--- src/rtl/amm_copy_sequencer_pkg.sv ---
// Shared types and helpers for the Avalon-MM memory-to-memory copy sequencer.
package amm_copy_pkg;

  typedef enum logic [2:0] {
    ST_IDLE,
    ST_CHECK,
    ST_LAUNCH,
    ST_STREAM,
    ST_DRAIN,
    ST_DONE
  } copy_state_t;

  // Byte length to word count; lsb = log2(bytes per word).
  function automatic logic [63:0] words_of(input logic [63:0] len, input int unsigned lsb);
    return len >> lsb;
  endfunction

  function automatic logic is_aligned(input logic [63:0] val, input int unsigned lsb);
    logic [63:0] mask;
    mask = (64'd1 << lsb) - 64'd1;
    return (val & mask) == 64'd0;
  endfunction

endpackage

--- src/rtl/amm_copy_sequencer_if.sv ---
// Command port plus read/write master control and user-buffer signals of the copy sequencer.
interface amm_copy_sequencer_if #(
  parameter int ADDRESSWIDTH = 28,
  parameter int DATAWIDTH    = 32
);
  logic                    cmd_start;
  logic [ADDRESSWIDTH-1:0] cmd_src;
  logic [ADDRESSWIDTH-1:0] cmd_dst;
  logic [ADDRESSWIDTH-1:0] cmd_length;
  logic                    cmd_busy;
  logic                    cmd_done;
  logic                    cmd_error;
  logic [ADDRESSWIDTH-1:0] word_count;

  logic                    read_control_fixed_location;
  logic [ADDRESSWIDTH-1:0] read_control_read_base;
  logic [ADDRESSWIDTH-1:0] read_control_read_length;
  logic                    read_control_go;
  logic                    read_control_done;
  logic                    read_user_read_buffer;
  logic [DATAWIDTH-1:0]    read_user_buffer_output_data;
  logic                    read_user_data_available;

  logic                    write_control_fixed_location;
  logic [ADDRESSWIDTH-1:0] write_control_write_base;
  logic [ADDRESSWIDTH-1:0] write_control_write_length;
  logic                    write_control_go;
  logic                    write_control_done;
  logic                    write_user_write_buffer;
  logic [DATAWIDTH-1:0]    write_user_buffer_data;
  logic                    write_user_buffer_full;

  modport master (
    input  cmd_start, cmd_src, cmd_dst, cmd_length,
    output cmd_busy, cmd_done, cmd_error, word_count,
    output read_control_fixed_location, read_control_read_base, read_control_read_length,
    output read_control_go, read_user_read_buffer,
    input  read_control_done, read_user_buffer_output_data, read_user_data_available,
    output write_control_fixed_location, write_control_write_base, write_control_write_length,
    output write_control_go, write_user_write_buffer, write_user_buffer_data,
    input  write_control_done, write_user_buffer_full
  );

  modport slave (
    output cmd_start, cmd_src, cmd_dst, cmd_length,
    input  cmd_busy, cmd_done, cmd_error, word_count,
    input  read_control_fixed_location, read_control_read_base, read_control_read_length,
    input  read_control_go, read_user_read_buffer,
    output read_control_done, read_user_buffer_output_data, read_user_data_available,
    input  write_control_fixed_location, write_control_write_base, write_control_write_length,
    input  write_control_go, write_user_write_buffer, write_user_buffer_data,
    output write_control_done, write_user_buffer_full
  );
endinterface

--- src/rtl/amm_copy_sequencer.sv ---
// Copies length bytes src->dst by launching both Avalon-MM masters and moving words buffer to buffer.
// Latency: go 2 cycles after start, 1 word/cycle streaming, done >=4 cycles after the last word.
// Backpressure: a word moves only when the read buffer has data and the write buffer is not full.
module amm_copy_sequencer
  import amm_copy_pkg::*;
#(
  parameter int ADDRESSWIDTH = 28,
  parameter int DATAWIDTH    = 32
) (
  input logic                clk,
  input logic                reset,
  amm_copy_sequencer_if.master bus
);

  localparam int BYTES = DATAWIDTH / 8;
  localparam int LSB   = $clog2(BYTES);

  copy_state_t             state;
  logic [ADDRESSWIDTH-1:0] src_q;
  logic [ADDRESSWIDTH-1:0] dst_q;
  logic [ADDRESSWIDTH-1:0] len_q;
  logic [ADDRESSWIDTH-1:0] remaining;
  logic [ADDRESSWIDTH-1:0] word_cnt;
  logic                    busy_q;
  logic                    done_q;
  logic                    error_q;
  logic                    go_q;
  logic [1:0]              dwell;
  logic                    xfer;
  logic                    cmd_bad;

  assign xfer = (state == ST_STREAM) && bus.read_user_data_available &&
                !bus.write_user_buffer_full && (remaining != '0);

  assign cmd_bad = (len_q == '0) ||
                   !is_aligned(64'(len_q), LSB) ||
                   !is_aligned(64'(src_q), LSB) ||
                   !is_aligned(64'(dst_q), LSB);

  always_ff @(posedge clk) begin
    if (reset) begin
      state     <= ST_IDLE;
      src_q     <= '0;
      dst_q     <= '0;
      len_q     <= '0;
      remaining <= '0;
      word_cnt  <= '0;
      busy_q    <= 1'b0;
      done_q    <= 1'b0;
      error_q   <= 1'b0;
      go_q      <= 1'b0;
      dwell     <= '0;
    end else begin
      done_q  <= 1'b0;
      error_q <= 1'b0;
      go_q    <= 1'b0;
      case (state)
        ST_IDLE: begin
          if (bus.cmd_start) begin
            src_q    <= bus.cmd_src;
            dst_q    <= bus.cmd_dst;
            len_q    <= bus.cmd_length;
            word_cnt <= '0;
            busy_q   <= 1'b1;
            state    <= ST_CHECK;
          end
        end
        ST_CHECK: begin
          if (cmd_bad) begin
            // Rejected commands are busy only for the CHECK cycle.
            busy_q  <= 1'b0;
            done_q  <= 1'b1;
            error_q <= 1'b1;
            state   <= ST_DONE;
          end else begin
            remaining <= ADDRESSWIDTH'(words_of(64'(len_q), LSB));
            go_q      <= 1'b1;
            state     <= ST_LAUNCH;
          end
        end
        ST_LAUNCH: state <= ST_STREAM;
        ST_STREAM: begin
          if (xfer) begin
            remaining <= remaining - ADDRESSWIDTH'(1);
            word_cnt  <= word_cnt + ADDRESSWIDTH'(1);
            if (remaining == ADDRESSWIDTH'(1)) begin
              dwell <= '0;
              state <= ST_DRAIN;
            end
          end
        end
        ST_DRAIN: begin
          // Master done flags may still be stale from before launch; let them settle first.
          if (dwell != 2'd2) begin
            dwell <= dwell + 2'd1;
          end else if (bus.read_control_done && bus.write_control_done) begin
            done_q <= 1'b1;
            state  <= ST_DONE;
          end
        end
        ST_DONE: begin
          busy_q <= 1'b0;
          state  <= ST_IDLE;
        end
        default: state <= ST_IDLE;
      endcase
    end
  end

  assign bus.cmd_busy   = busy_q;
  assign bus.cmd_done   = done_q;
  assign bus.cmd_error  = error_q;
  assign bus.word_count = word_cnt;

  assign bus.read_control_fixed_location = 1'b0;
  assign bus.read_control_read_base      = src_q;
  assign bus.read_control_read_length    = len_q;
  assign bus.read_control_go             = go_q;
  assign bus.read_user_read_buffer       = xfer;

  assign bus.write_control_fixed_location = 1'b0;
  assign bus.write_control_write_base     = dst_q;
  assign bus.write_control_write_length   = len_q;
  assign bus.write_control_go             = go_q;
  assign bus.write_user_write_buffer      = xfer;
  assign bus.write_user_buffer_data       = bus.read_user_buffer_output_data;

endmodule
--- src/flat_wrapper.sv ---
// flat-port wrapper written by rule: the top's interface ports become plain ports
module amm_copy_sequencer_flat import amm_copy_pkg::*;
#(
  parameter int ADDRESSWIDTH = 28,
  parameter int DATAWIDTH    = 32
)
  (clk, reset, bus_cmd_start, bus_cmd_src, bus_cmd_dst, bus_cmd_length, bus_cmd_busy, bus_cmd_done, bus_cmd_error, bus_word_count, bus_read_control_fixed_location, bus_read_control_read_base, bus_read_control_read_length, bus_read_control_go, bus_read_user_read_buffer, bus_read_control_done, bus_read_user_buffer_output_data, bus_read_user_data_available, bus_write_control_fixed_location, bus_write_control_write_base, bus_write_control_write_length, bus_write_control_go, bus_write_user_write_buffer, bus_write_user_buffer_data, bus_write_control_done, bus_write_user_buffer_full);
  amm_copy_sequencer_if #(.ADDRESSWIDTH(ADDRESSWIDTH), .DATAWIDTH(DATAWIDTH)) bus_i ();
  input logic clk;
  input logic reset;
  input wire logic [$bits(bus_i.cmd_start)-1:0] bus_cmd_start;
  input wire logic [$bits(bus_i.cmd_src)-1:0] bus_cmd_src;
  input wire logic [$bits(bus_i.cmd_dst)-1:0] bus_cmd_dst;
  input wire logic [$bits(bus_i.cmd_length)-1:0] bus_cmd_length;
  output wire logic [$bits(bus_i.cmd_busy)-1:0] bus_cmd_busy;
  output wire logic [$bits(bus_i.cmd_done)-1:0] bus_cmd_done;
  output wire logic [$bits(bus_i.cmd_error)-1:0] bus_cmd_error;
  output wire logic [$bits(bus_i.word_count)-1:0] bus_word_count;
  output wire logic [$bits(bus_i.read_control_fixed_location)-1:0] bus_read_control_fixed_location;
  output wire logic [$bits(bus_i.read_control_read_base)-1:0] bus_read_control_read_base;
  output wire logic [$bits(bus_i.read_control_read_length)-1:0] bus_read_control_read_length;
  output wire logic [$bits(bus_i.read_control_go)-1:0] bus_read_control_go;
  output wire logic [$bits(bus_i.read_user_read_buffer)-1:0] bus_read_user_read_buffer;
  input wire logic [$bits(bus_i.read_control_done)-1:0] bus_read_control_done;
  input wire logic [$bits(bus_i.read_user_buffer_output_data)-1:0] bus_read_user_buffer_output_data;
  input wire logic [$bits(bus_i.read_user_data_available)-1:0] bus_read_user_data_available;
  output wire logic [$bits(bus_i.write_control_fixed_location)-1:0] bus_write_control_fixed_location;
  output wire logic [$bits(bus_i.write_control_write_base)-1:0] bus_write_control_write_base;
  output wire logic [$bits(bus_i.write_control_write_length)-1:0] bus_write_control_write_length;
  output wire logic [$bits(bus_i.write_control_go)-1:0] bus_write_control_go;
  output wire logic [$bits(bus_i.write_user_write_buffer)-1:0] bus_write_user_write_buffer;
  output wire logic [$bits(bus_i.write_user_buffer_data)-1:0] bus_write_user_buffer_data;
  input wire logic [$bits(bus_i.write_control_done)-1:0] bus_write_control_done;
  input wire logic [$bits(bus_i.write_user_buffer_full)-1:0] bus_write_user_buffer_full;
  assign bus_i.cmd_start = bus_cmd_start;
  assign bus_i.cmd_src = bus_cmd_src;
  assign bus_i.cmd_dst = bus_cmd_dst;
  assign bus_i.cmd_length = bus_cmd_length;
  assign bus_cmd_busy = bus_i.cmd_busy;
  assign bus_cmd_done = bus_i.cmd_done;
  assign bus_cmd_error = bus_i.cmd_error;
  assign bus_word_count = bus_i.word_count;
  assign bus_read_control_fixed_location = bus_i.read_control_fixed_location;
  assign bus_read_control_read_base = bus_i.read_control_read_base;
  assign bus_read_control_read_length = bus_i.read_control_read_length;
  assign bus_read_control_go = bus_i.read_control_go;
  assign bus_read_user_read_buffer = bus_i.read_user_read_buffer;
  assign bus_i.read_control_done = bus_read_control_done;
  assign bus_i.read_user_buffer_output_data = bus_read_user_buffer_output_data;
  assign bus_i.read_user_data_available = bus_read_user_data_available;
  assign bus_write_control_fixed_location = bus_i.write_control_fixed_location;
  assign bus_write_control_write_base = bus_i.write_control_write_base;
  assign bus_write_control_write_length = bus_i.write_control_write_length;
  assign bus_write_control_go = bus_i.write_control_go;
  assign bus_write_user_write_buffer = bus_i.write_user_write_buffer;
  assign bus_write_user_buffer_data = bus_i.write_user_buffer_data;
  assign bus_i.write_control_done = bus_write_control_done;
  assign bus_i.write_user_buffer_full = bus_write_user_buffer_full;
  amm_copy_sequencer #(.ADDRESSWIDTH(ADDRESSWIDTH), .DATAWIDTH(DATAWIDTH)) u_core (.clk(clk), .reset(reset), .bus(bus_i));
endmodule
--- config.mk ---
export PLATFORM = sky130hd
export DESIGN_NAME = amm_copy_sequencer_flat
export DESIGN_NICKNAME = d
export VERILOG_FILES = /design/src/rtl/amm_copy_sequencer_pkg.sv /design/src/rtl/amm_copy_sequencer_if.sv /design/src/rtl/amm_copy_sequencer.sv /design/src/flat_wrapper.sv
export SDC_FILE = /design/constraint.sdc
export NUM_CORES = 1
export LEC_CHECK = 0
export ABC_AREA = 1
export CORE_UTILIZATION = 48
export CTS_CLUSTER_SIZE = 12
export DETAILED_ROUTE_END_ITERATION = 7
export PLACE_DENSITY = 0.83
export SYNTH_ARGS = -nofsm -noshare
export SYNTH_HDL_FRONTEND = slang
export SYNTH_SLANG_ARGS = --single-unit
--- constraint.sdc ---
create_clock -name clk -period 4.3 [get_ports clk]
set_input_delay 0.86 -clock clk [delete_from_list [all_inputs] [get_ports clk]]
set_output_delay 0.86 -clock clk [all_outputs]
set_load 0.05 [all_outputs]
==> results_dict.tcl <==
set metrics [dict create \
    final_hold_fails 0 \
    design.final.nets 1481 \
    pwr_density_cell_nw_per_um2 730 \
    setup.worst_path.end_class "primary output" \
    worst-path-buf-inv 2 \
    pwr-share-clk_pct 20.3 \
    clock_skew_after_layout_ns 0.0141 \
    fp.coreArea_um2 16100 \
    placement_rows 46 \
    comb_power_share_pct 53.9 \
    failed_checks "design-rule violations" \
    post_cts_buffers 0 \
    syn-mean-instance-area_um2 6.62 \
    worst_skew_pair.late_latency_ns 0.43 \
    outcome "finished with violations" \
    globalRouteOverflowTotal 0 \
    total_power_uw 7710 \
    p_sw_uw 3820 \
    fill_cells 1387 \
    period_share_pct 75.3 \
    clkSinkCount 149 \
    cts.root.buffer_cell "clkbuf_16" \
    htree_levels 4 \
    num_vias 7916 \
    cts_buffer_depth 2 \
    cts-resized-gates 0 \
    grt_first_pass_wirelength_um 35900 \
    drt-pass1-iter-count 7 \
    post-place-ws_ns 1.04 \
    ys_seq_area_share_pct 37.4 \
    synth.distinct_cells 34 \
    cp_cell_sequence "clkdlybuf4s50_1 -> nor2_1 -> nand2_1 -> nor2_1 -> clkdlybuf4s50_1" \
    synth_edf_count 0 \
    die_x_um 131 \
    switching_share_pct 49.6 \
    ys_dominant_reg_cell "dfxtp_1" \
    max_freq_ghz 0.309 \
    transition_time_of_the_tightest_slew_check_pin_ns 0.874 \
    hp-class "flip-flop to flip-flop" \
    layout_min_cycle_time_ns 3.24 \
    antenna_left 0 \
    hold_buffers 0 \
    clock_tree_from_tritoncts "yes" \
    synth_warnings 0 \
    path_max_fanout 2 \
    syn_area_um2 7980 \
    critical_path_arrival_ns 2.38 \
    io-pin-count 304 \
    asr_flop_ratio_synth_pct 0 \
    grt_max_degree 67 \
    rsz_0062_raised_after_global_routing "no" \
    critPathTopFamily "buffers and inverters" \
    p_leak_uw 0.00411 \
    synthesis.instances 1206 \
    setup_viol_count_final 0 \
    initial_utilization_pct 49.7 \
    globalRouteTotalUtil_pct 26.9 \
    detailed_route_wl_um 22800 \
    timing.setup.tns_ns 0 \
    crit_slowest_cell "clkdlybuf4s50_1" \
    internal-power_uw 3890 \
    crit_path_max_incr_delay_ns 0.82 \
    critPathLaunchType "primary input" \
    worst-endpoint-required_ns 3.44 \
    timing.final.ws_setup_ns 1.06 \
    max-slew-margin-rel_pct 41.6 \
    design.die.area_um2 17100 \
    drc 2 \
    route.detailed.wl_per_inst_um 14.4 \
    drive_above_1_share_pct 4.47 \
    ys_ff_latch 149 \
    worst_ir_drop_vdd_v 0.000565 \
    initial_antenna_violation_count 0 \
    io_buf_count 237 \
    area_growth_syn_to_layout_pct 32.3 \
    dieHeight_um 131 \
    critPathKind "primary input to primary output" \
    number_of_global_route_vias_before_repair 7289 \
    worst_setup_hold_path_clk_slew_ns 0.07 \
    hpwlAfterDp_um 16500 \
    timing.max_cap.violations 0 \
    antenna_diode_count 0 \
    timing_max_transition_violations_final 0 \
    tritoncts.num_buffers 17 \
    globalplace.congestion 0.917 \
    vias_per_cell 5.00 \
    share_seq_of_total_power_pct 25.8 \
    drt_first_iter_violations 477 \
]
[layer usage]
| metal | track usage, % | routed length [µm] |
|---|---|---|
| met1 | 31.0 | 8980 |
| met2 | 46.9 | 11500 |
| met3 | 8.06 | 1840 |
| met4 | 10.1 | 491 |
| met5 | 0 | 0 |
[through the flow]
| step | instance area [µm²] | hold slack [ns] | std cells | util [%] |
|---|---|---|---|---|
| after floorplan | 7990 | 0.443 | 1207 | - |
| after global placement | 9940 | 0.429 | 1550 | 61.9 |
| after detailed placement | 9940 | 0.434 | 1550 | 61.9 |
| after CTS | 10600 | 0.445 | 1582 | 65.8 |
| after global routing | 10600 | 0.465 | 1582 | 65.8 |
| final | 10600 | 0.443 | 1582 | 65.8 |
[power groups by stage]
stage               Clock (µW)  Sequential, µW  Combinational, µW
global route              1640            2030               4500
floorplan                    0            2820               2340
detailed placement           0            2010               4130
finish                    1560            1990               4160
global placement             0            2000               4070
CTS                       1570            1990               4150
[registers in the layout, indices dropped and copies added, names as in the netlist]
signal and flops:
u_core.bus.cmd_busy 1, u_core.bus.cmd_done 1, u_core.bus.cmd_error 1, u_core.bus.read_control_go 1, u_core.bus.read_control_read_base 28, u_core.bus.read_control_read_length 28, u_core.bus.word_count 28, u_core.bus.write_control_write_base 28
u_core.dwell 2, u_core.remaining 28, u_core.state 3
[tightest hold or removal path, stage by stage (launching register included)]
cell	delay (ns)
dfxtp_1	0.31
inv_1	0.05
a21oi_1	0.05
[kinds of logic after synthesis]
| logic type | after synthesis | share of synthesized area, % |
|---|---|---|
| AND/OR/NAND/NOR | 493 | 25.5 |
| buffers and inverters | 267 | 16.5 |
| other | 1 | 0.0470 |
| XOR/XNOR | 20 | 2.19 |
| adder cells (fa/ha/maj) | 5 | 0.784 |
| flip-flops | 149 | 37.4 |
| AO/OA/AOI/OAI | 271 | 17.6 |
[Yosys cell counts, types with 2 or more instances]
library cell | count | share of area, %
ha_1 | 5 | 0.78
buf_2 | 4 | 0.25
nand2_1 | 262 | 12
nand2_2 | 2 | 0.16
buf_6 | 5 | 0.71
inv_2 | 3 | 0.14
xor2_1 | 15 | 1.6
nand3_2 | 2 | 0.25
a21oi_1 | 141 | 8.8
nor3_1 | 7 | 0.44
dfxtp_1 | 149 | 37
o21bai_1 | 3 | 0.28
o21ai_0 | 120 | 7.5
clkbuf_1 | 38 | 1.8
nand3_1 | 59 | 3.7
nand4_1 | 14 | 1.1
nor2_1 | 138 | 6.5
xnor2_1 | 5 | 0.55
buf_8 | 2 | 0.38
inv_1 | 147 | 6.9
buf_4 | 67 | 6.3
nor2_2 | 6 | 0.47
[area by class of cell]
cell class	count	area (µm²)	share of cell area, %
Clock inverter	14	176	1.67
Multi-Input combinational cell	791	3700	35.0
Sequential cell	149	2980	28.2
Timing Repair Buffer	244	2430	23.0
Tap cell	216	270	2.56
Inverter	150	563	5.33
Clock buffer	18	439	4.16
[placed cells by master, fill, tap and decap left out, types with 2 or more instances in the layout]
cell type,Yosys,final
bufinv_16,0,2
nor2_2,6,6
ha_1,5,5
inv_8,0,5
a21oi_1,141,141
clkbuf_16,0,17
nor3_1,7,7
xor2_1,15,15
o21ai_0,120,120
inv_2,3,4
nand4_1,14,14
conb_1,1,2
nor2_1,138,138
nand3_2,2,2
clkdlybuf4s50_1,0,236
dfxtp_1,149,149
nand2_2,2,2
inv_1,147,146
nand2_1,262,262
xnor2_1,5,5
inv_6,0,5
buf_4,67,6
nand3_1,59,58
o21bai_1,3,3
[worst paths after layout]
path / from / end / slack [ns] / cells after the start
setup reg to reg: u_core.state[2]$_SDFFE_PP0P_ / u_core.remaining[25]$_SDFFE_PP0P_ / 1.43 / 8
hold reg to reg: u_core.bus.write_control_write_base[24]$_SDFFE_PP0P_ / u_core.bus.write_control_write_base[24]$_SDFFE_PP0P_ / 0.44 / 2
setup / recovery: bus_write_user_buffer_full / bus_read_user_read_buffer / 1.06 / 5
hold / removal: u_core.bus.write_control_write_base[24]$_SDFFE_PP0P_ / u_core.bus.write_control_write_base[24]$_SDFFE_PP0P_ / 0.44 / 2
Power figures use the tool's default switching activity.
